<file path="src/rtl/selftrig_fill_reader_if.sv">
// Stream handshakes of the fill reader: tagged DDR3 words in, data bursts out.
interface selftrig_fill_reader_if;
  logic [131:0] in_dat;
  logic         in_valid;
  logic         in_ready;
  logic [127:0] out_dat;
  logic [22:0]  out_wfm;
  logic         out_valid;
  logic         out_ready;

  modport master (output in_dat, in_valid, out_ready,
                  input  in_ready, out_dat, out_wfm, out_valid);
  modport slave  (input  in_dat, in_valid, out_ready,
                  output in_ready, out_dat, out_wfm, out_valid);
endinterface

</file>
<file path="src/rtl/selftrig_fill_reader.sv">
// Parses a DDR3 readback fill (fill hdr, per-trigger wfm hdr + data, checksum),
// forwards data bursts through a single-entry output register and flags errors.
module selftrig_fill_reader (
  input  logic                         clk,
  input  logic                         rst_n,
  selftrig_fill_reader_if.slave        bus,
  output logic                         fill_hdr_valid,
  output logic [23:0]                  fill_num,
  output logic [22:0]                  num_wfms,
  output logic [13:0]                  num_bursts,
  output logic [15:0]                  pre_trig,
  output logic [11:0]                  channel_tag,
  output logic                         wfm_hdr_valid,
  output logic [41:0]                  trig_time,
  output logic [22:0]                  wfm_start_adr,
  output logic                         fill_done,
  output logic                         checksum_ok,
  output logic [4:0]                   err,
  input  logic                         err_clr
);
  localparam int NUM_LANES = 8;
  localparam int VEC_W     = 16;

  typedef enum logic [2:0] {IDLE, WHDR, DATA, CSUM, RESYNC} state_t;
  state_t state, state_nxt;

  logic [3:0]   tag;
  logic [127:0] pl;
  logic         acc;
  assign tag = bus.in_dat[131:128];
  assign pl  = bus.in_dat[127:0];
  assign acc = bus.in_valid && bus.in_ready;

  logic [22:0]  wfm_cnt;
  logic [13:0]  burst_cnt;
  logic [127:0] csum;

  // Tag each state waits for.
  logic [3:0] exp_tag;
  always_comb begin
    exp_tag = 4'd1;
    case (state)
      WHDR:    exp_tag = 4'd2;
      DATA:    exp_tag = 4'd3;
      CSUM:    exp_tag = 4'd4;
      default: exp_tag = 4'd1;
    endcase
  end

  // A tag-1 word always (re)starts a fill, even when it arrives out of place.
  logic tag_bad, do_fhdr, do_whdr, do_data, do_csum;
  assign tag_bad = acc && (state != RESYNC) && (tag != exp_tag);
  assign do_fhdr = acc && (tag == 4'd1);
  assign do_whdr = acc && (state == WHDR) && (tag == 4'd2);
  assign do_data = acc && (state == DATA) && (tag == 4'd3);
  assign do_csum = acc && (state == CSUM) && (tag == 4'd4);

  logic last_burst, more_wfms, wfm_end;
  assign last_burst = ({1'b0, burst_cnt} + 15'd1) == {1'b0, num_bursts};
  assign more_wfms  = ({1'b0, wfm_cnt} + 24'd1) < {1'b0, num_wfms};
  assign wfm_end    = (do_whdr && (num_bursts == 14'd0)) || (do_data && last_burst);

  // Expected fill length in words: header + checksum + per-waveform header and bursts.
  logic [37:0] len_exp;
  logic        len_bad;
  assign len_exp = ({15'd0, pl[98:76]} * ({24'd0, pl[63:50]} + 38'd1)) + 38'd2;
  assign len_bad = len_exp != {15'd0, pl[49:27]};

  // Each sample is a 12-bit value: bits [15:11] must be all zeros or all ones.
  logic sext_bad;
  always_comb begin
    sext_bad = 1'b0;
    for (int i = 0; i < NUM_LANES; i++)
      if ((|pl[i*VEC_W+11 +: 5]) && !(&pl[i*VEC_W+11 +: 5])) sext_bad = 1'b1;
  end

  logic [4:0] err_set;
  assign err_set = {do_data && sext_bad,
                    do_fhdr && len_bad,
                    do_whdr && (pl[71:49] != wfm_cnt),
                    (do_fhdr || do_whdr) && (pl[127:126] != 2'b01),
                    tag_bad};

  // State register.
  always_ff @(posedge clk or negedge rst_n)
    if (!rst_n) state <= IDLE;
    else        state <= state_nxt;

  // Next-state decode.
  always_comb begin
    state_nxt = state;
    if (do_fhdr)      state_nxt = (pl[98:76] == 23'd0) ? CSUM : WHDR;
    else if (tag_bad) state_nxt = RESYNC;
    else if (wfm_end) state_nxt = more_wfms ? WHDR : CSUM;
    else if (do_whdr) state_nxt = DATA;
    else if (do_csum) state_nxt = IDLE;
  end

  // Only DATA can be blocked, by a full output register.
  always_comb begin
    bus.in_ready = 1'b1;
    if (state == DATA) bus.in_ready = bus.out_ready || !bus.out_valid;
  end

  // Counters, checksum, header fields, output register and status pulses.
  always_ff @(posedge clk or negedge rst_n) begin
    if (!rst_n) begin
      wfm_cnt        <= '0;
      burst_cnt      <= '0;
      csum           <= '0;
      fill_num       <= '0;
      num_wfms       <= '0;
      num_bursts     <= '0;
      pre_trig       <= '0;
      channel_tag    <= '0;
      trig_time      <= '0;
      wfm_start_adr  <= '0;
      fill_hdr_valid <= 1'b0;
      wfm_hdr_valid  <= 1'b0;
      fill_done      <= 1'b0;
      checksum_ok    <= 1'b0;
      err            <= '0;
      bus.out_valid  <= 1'b0;
      bus.out_dat    <= '0;
      bus.out_wfm    <= '0;
    end else begin
      fill_hdr_valid <= do_fhdr;
      wfm_hdr_valid  <= do_whdr;
      fill_done      <= do_csum;

      if (do_fhdr)      wfm_cnt <= '0;
      else if (wfm_end) wfm_cnt <= wfm_cnt + 23'd1;

      if (do_whdr)      burst_cnt <= '0;
      else if (do_data) burst_cnt <= burst_cnt + 14'd1;

      if (do_fhdr)                csum <= pl;
      else if (do_whdr || do_data) csum <= csum ^ pl;

      if (do_fhdr) begin
        fill_num    <= pl[23:0];
        num_wfms    <= pl[98:76];
        num_bursts  <= pl[63:50];
        pre_trig    <= {pl[102:99], pl[75:64]};
        channel_tag <= pl[121:110];
      end
      if (do_whdr) begin
        trig_time     <= {pl[125:110], pl[97:72]};
        wfm_start_adr <= pl[48:26];
      end
      if (do_csum) checksum_ok <= (pl == csum);

      if (err_clr) err <= '0;
      else         err <= err | err_set;

      if (do_data) begin
        bus.out_valid <= 1'b1;
        bus.out_dat   <= pl;
        bus.out_wfm   <= wfm_cnt;
      end else if (bus.out_ready) begin
        bus.out_valid <= 1'b0;
      end
    end
  end
endmodule

</file>
<file path="src/flat_wrapper.sv">
// flat-port wrapper written by rule: the top's interface ports become plain ports
module selftrig_fill_reader_flat 
  (clk, rst_n, fill_hdr_valid, fill_num, num_wfms, num_bursts, pre_trig, channel_tag, wfm_hdr_valid, trig_time, wfm_start_adr, fill_done, checksum_ok, err, err_clr, bus_in_dat, bus_in_valid, bus_out_ready, bus_in_ready, bus_out_dat, bus_out_wfm, bus_out_valid);
  selftrig_fill_reader_if bus_i ();
  input  logic clk;
  input  logic rst_n;
  output logic fill_hdr_valid;
  output logic [23:0] fill_num;
  output logic [22:0] num_wfms;
  output logic [13:0] num_bursts;
  output logic [15:0] pre_trig;
  output logic [11:0] channel_tag;
  output logic wfm_hdr_valid;
  output logic [41:0] trig_time;
  output logic [22:0] wfm_start_adr;
  output logic fill_done;
  output logic checksum_ok;
  output logic [4:0] err;
  input  logic err_clr;
  input wire logic [$bits(bus_i.in_dat)-1:0] bus_in_dat;
  input wire logic [$bits(bus_i.in_valid)-1:0] bus_in_valid;
  input wire logic [$bits(bus_i.out_ready)-1:0] bus_out_ready;
  output wire logic [$bits(bus_i.in_ready)-1:0] bus_in_ready;
  output wire logic [$bits(bus_i.out_dat)-1:0] bus_out_dat;
  output wire logic [$bits(bus_i.out_wfm)-1:0] bus_out_wfm;
  output wire logic [$bits(bus_i.out_valid)-1:0] bus_out_valid;
  assign bus_i.in_dat = bus_in_dat;
  assign bus_i.in_valid = bus_in_valid;
  assign bus_i.out_ready = bus_out_ready;
  assign bus_in_ready = bus_i.in_ready;
  assign bus_out_dat = bus_i.out_dat;
  assign bus_out_wfm = bus_i.out_wfm;
  assign bus_out_valid = bus_i.out_valid;
  selftrig_fill_reader u_core (.clk(clk), .rst_n(rst_n), .bus(bus_i), .fill_hdr_valid(fill_hdr_valid), .fill_num(fill_num), .num_wfms(num_wfms), .num_bursts(num_bursts), .pre_trig(pre_trig), .channel_tag(channel_tag), .wfm_hdr_valid(wfm_hdr_valid), .trig_time(trig_time), .wfm_start_adr(wfm_start_adr), .fill_done(fill_done), .checksum_ok(checksum_ok), .err(err), .err_clr(err_clr));
endmodule
</file>
<file path="config.mk">
export PLATFORM = sky130hd
export DESIGN_NAME = selftrig_fill_reader_flat
export DESIGN_NICKNAME = d
export VERILOG_FILES = /design/src/rtl/selftrig_fill_reader_if.sv /design/src/rtl/selftrig_fill_reader.sv /design/src/flat_wrapper.sv
export SDC_FILE = /design/constraint.sdc
export NUM_CORES = 2
export LEC_CHECK = 0
export CAP_MARGIN = 0
export CORE_MARGIN = 5
export CORE_UTILIZATION = 55
export DETAILED_ROUTE_END_ITERATION = 8
export PLACE_DENSITY = 0.8
export SETUP_SLACK_MARGIN = 0.4
export SYNTH_ARGS = -nofsm -noshare
export SYNTH_HDL_FRONTEND = slang
export SYNTH_SLANG_ARGS = --single-unit
</file>
<file path="constraint.sdc">
create_clock -name clk -period 4.8 [get_ports clk]
set_clock_uncertainty 0.15 [all_clocks]
set_input_delay 0.48 -clock clk [delete_from_list [all_inputs] [get_ports clk]]
set_output_delay 0.48 -clock clk [all_outputs]
set_load 0.01 [all_outputs]
</file>
==> impl_metrics.toml <==
[clock_network]
cts_buffers = 52
htree_levels = 2
clock_sinks = 483
cts-root-buf = "clkbuf_16"
insertion_delay_ps = 620
cts_tree = "yes"
clkTransAtPathRegs_ps = 70
cts.path.max_buffers = 3

[finish]
fin_util_pct = 71.65
finalInstanceArea_um2 = 45030
final_nets = 4837
drive_above_1_share_pct = 16.70
syn2layout_area_growth_pct = 29.47
final.fill_count = 4547

[detailed_routing]
drc = 0
firstDrtPassIters = 6
via_count = 29763
drtIter0Drc = 2778
wire_per_inst_um = 22.47
viasPerCell = 5.734
drt.antenna.violating_nets = 0
drt-total-wl_um = 116600

[power]
powerDensity_nw_per_um2 = 796.1
p_leak_nw = 20.98
peakVddDrop_mv = 1.382

[logic_synthesis]
synth_seq_cells = 483
ys_types = 80
synth_seq_area_share_pct = 34.75
syn_avg_cell_area_um2 = 9.473
yosysTopAreaCell = "dfrtp_1"
netlist_area_um2 = 34780
syn_inst = 3672
synthFlopType = "dfrtp_1"
yosysMostFrequentCell = "nand2_1"
synth_edf_count = 0
synth_top_cells_by_area = "dfrtp_1 35%, fa_1 16%, nand2_1 8.1%"
synth-async-reset-ratio_pct = 100.0
yosysTopAreaCellShare_pct = 34.75
synthTopCellsByCount = "747 x nand2_1, 483 x dfrtp_1, 285 x inv_1"
synth_nets = 4208
yosysWarnings = 0

[sta]
fin_ws_ps = -2069
max_clock_freq_ghz = 0.1456
tightest_slew_ps = 957.1
min_period_ps = 6869
final_max_slew_viol_count = 0
rsz0062_at_grt = "yes"
setup_viol = 1
finalCritPeriodShare_pct = 143.1
slew_headroom_pct = 36.19
finalHoldViolCount = 0

[floorplanning]
die_area_um2 = 68370
core.rowCount = 92
die_w_um = 261.5
ios = 453
core_area_um2 = 62850
die_y_um = 261.5
initial_core_util_pct = 55.34

[grt]
grt_overflow = 0
grt_pass1_vias = 30736
grt_antenna_before_repair = 15
grt_first_pass_wirelength_um = 178800
grt_max_degree = 125
grt_use_total_pct = 33.81

[placement]
port_buffers = 452
dpl-instance-area_um2 = 42620
place_congestion = 0.9491
place_ws_ps = -3367
dp_hpwl_um = 88610

[worst_hold_path]
hp-class = "input pin to flip-flop"

[worst_setup_path]
crit_required_ps = 5150
end_kind = "flip-flop"
critPathKind = "input pin to flip-flop"
critical_path.slowest_cell = "fa_2"
cp.arrival_ps = 7220
slowest_delay_ps = 580
crit_top_cell = "fa_1"
path_max_fanout = 6
cp-start-kind = "input pin"

[status]
violations = "negative setup slack"
status = "finished, violations left"

[run]
maxCapViolCount = 0
[final cells by class]
class	instances	area, µm²	area share, %
Timing Repair Buffer	823	7679	17.05
Tap cell	846	1059	2.351
Sequential cell	483	12090	26.84
Inverter	285	1072	2.381
Clock inverter	15	192.7	0.4279
Multi-Input combinational cell	2656	21380	47.47
Clock buffer	80	1556	3.456
Antenna cell	3	7.507	0.01667
[registers in the layout, summed over array words and instances (netlist names), 3 cells and up]
register and count:
u_core.err 5, u_core.num_bursts 14, u_core.channel_tag 12, u_core.fill_num 24, u_core.state 3, u_core.csum 128
u_core.bus.out_wfm 23, u_core.wfm_cnt 23, u_core.trig_time 42, u_core.num_wfms 23, u_core.burst_cnt 14, u_core.pre_trig 16
u_core.wfm_start_adr 23, u_core.bus.out_dat 128
[where the power goes]
part / switching (W) / internal (W) / leakage, nW / total, W
Combinational: 0.0136 / 0.0132 / 13.6 / 0.0267
Sequential: 0.000392 / 0.00459 / 6.50 / 0.00498
Clock: 0.00174 / 0.00240 / 0.860 / 0.00413
[routing by layer]
| layer | track usage, % | wire length (µm) |
|---|---|---|
| met2 | 56.40 | 56150 |
| met4 | 14.23 | 5825 |
| met3 | 7.318 | 10200 |
| met1 | 43.00 | 44310 |
| met5 | 0 | 155 |
[metrics by stage]
stage | cells | total power (W) | setup TNS (ps) | hold slack (ps)
2_1_floorplan | 3672 | 0.01925 | -2122 | 34.41
3_3_place_gp | 5069 | 0.02815 | -3229 | 298.4
3_5_place_dp | 5069 | 0.02831 | -3367 | 304.6
4_1_cts | 5175 | 0.03417 | -2365 | 243.6
5_1_grt | 5189 | 0.03849 | -2386 | 133.3
6_report | 5191 | 0.03585 | -2069 | 110.9
[final timing paths]
path | startpoint | endpoint | slack, ps | cells past startpoint
min in group asynchronous | rst_n | u_core.bus.out_dat[123]$_DFFE_PN0P_ | 380 | 2
worst max register to register | u_core.wfm_cnt[1]$_DFFE_PN0P_ | u_core.state[1]$_DFFE_PN0P_ | 630 | 15
worst min register to register | u_core.trig_time[11]$_DFFE_PN0P_ | u_core.trig_time[11]$_DFFE_PN0P_ | 310 | 2
worst min-delay path | bus_in_dat[51] | u_core.num_bursts[1]$_DFFE_PN0P_ | 110 | 4
max in group asynchronous | rst_n | u_core.bus.out_dat[87]$_DFFE_PN0P_ | 2960 | 3
worst max-delay path | bus_in_dat[54] | u_core.err[3]$_DFF_PN0_ | -2070 | 29
[cells by family (layout without fill, tap and decap cells)]
kind of cell / Yosys count / in the layout / share of synthesized area [%]
and+or+nand+nor: 1397 / 1397 / 18.85
other: 0 / 3 / 0
AOI/OAI and AO/OA: 378 / 378 / 7.122
adders and majority gates: 399 / 399 / 20.22
muxes: 149 / 149 / 4.813
DFF: 483 / 483 / 34.75
buffers and inverters: 533 / 1203 / 5.817
xor gates and xnor gates: 333 / 333 / 8.428
[critical path: cells and delay by family]
kind                       cells  cell delay (ps)
AOI/OAI and AO/OA              4              780
xor gates and xnor gates       1              180
adders and majority gates      7             3310
buffers and inverters          6              650
and+or+nand+nor               11             1800
[repair_timing]
action                                  4_1_cts  5_1_grt
setup buffers                                 9       13
gates cloned                                  1        0
endpoints found under the setup margin        1        2
endpoints found under the hold margin       111        0
pin swaps                                    42       65
hold buffers                                  1        0
gates resized for setup                      58       74
[cell usage in the layout (no fill, tap or decap), types with 42 or more instances in the layout]
cell,count
clkbuf_16,52
nand2_1,744
ha_1,109
dfrtp_1,482
a21oi_1,104
and2_1,161
nor4_1,42
fa_1,267
a311oi_1,51
xor2_1,241
o21ai_0,75
xnor2_1,80
nand4_1,48
nand3_1,44
buf_4,334
mux2_2,145
nor2_1,121
clkdlybuf4s50_1,439
inv_1,282
nor2b_1,94
Power figures use the tool's default switching activity.
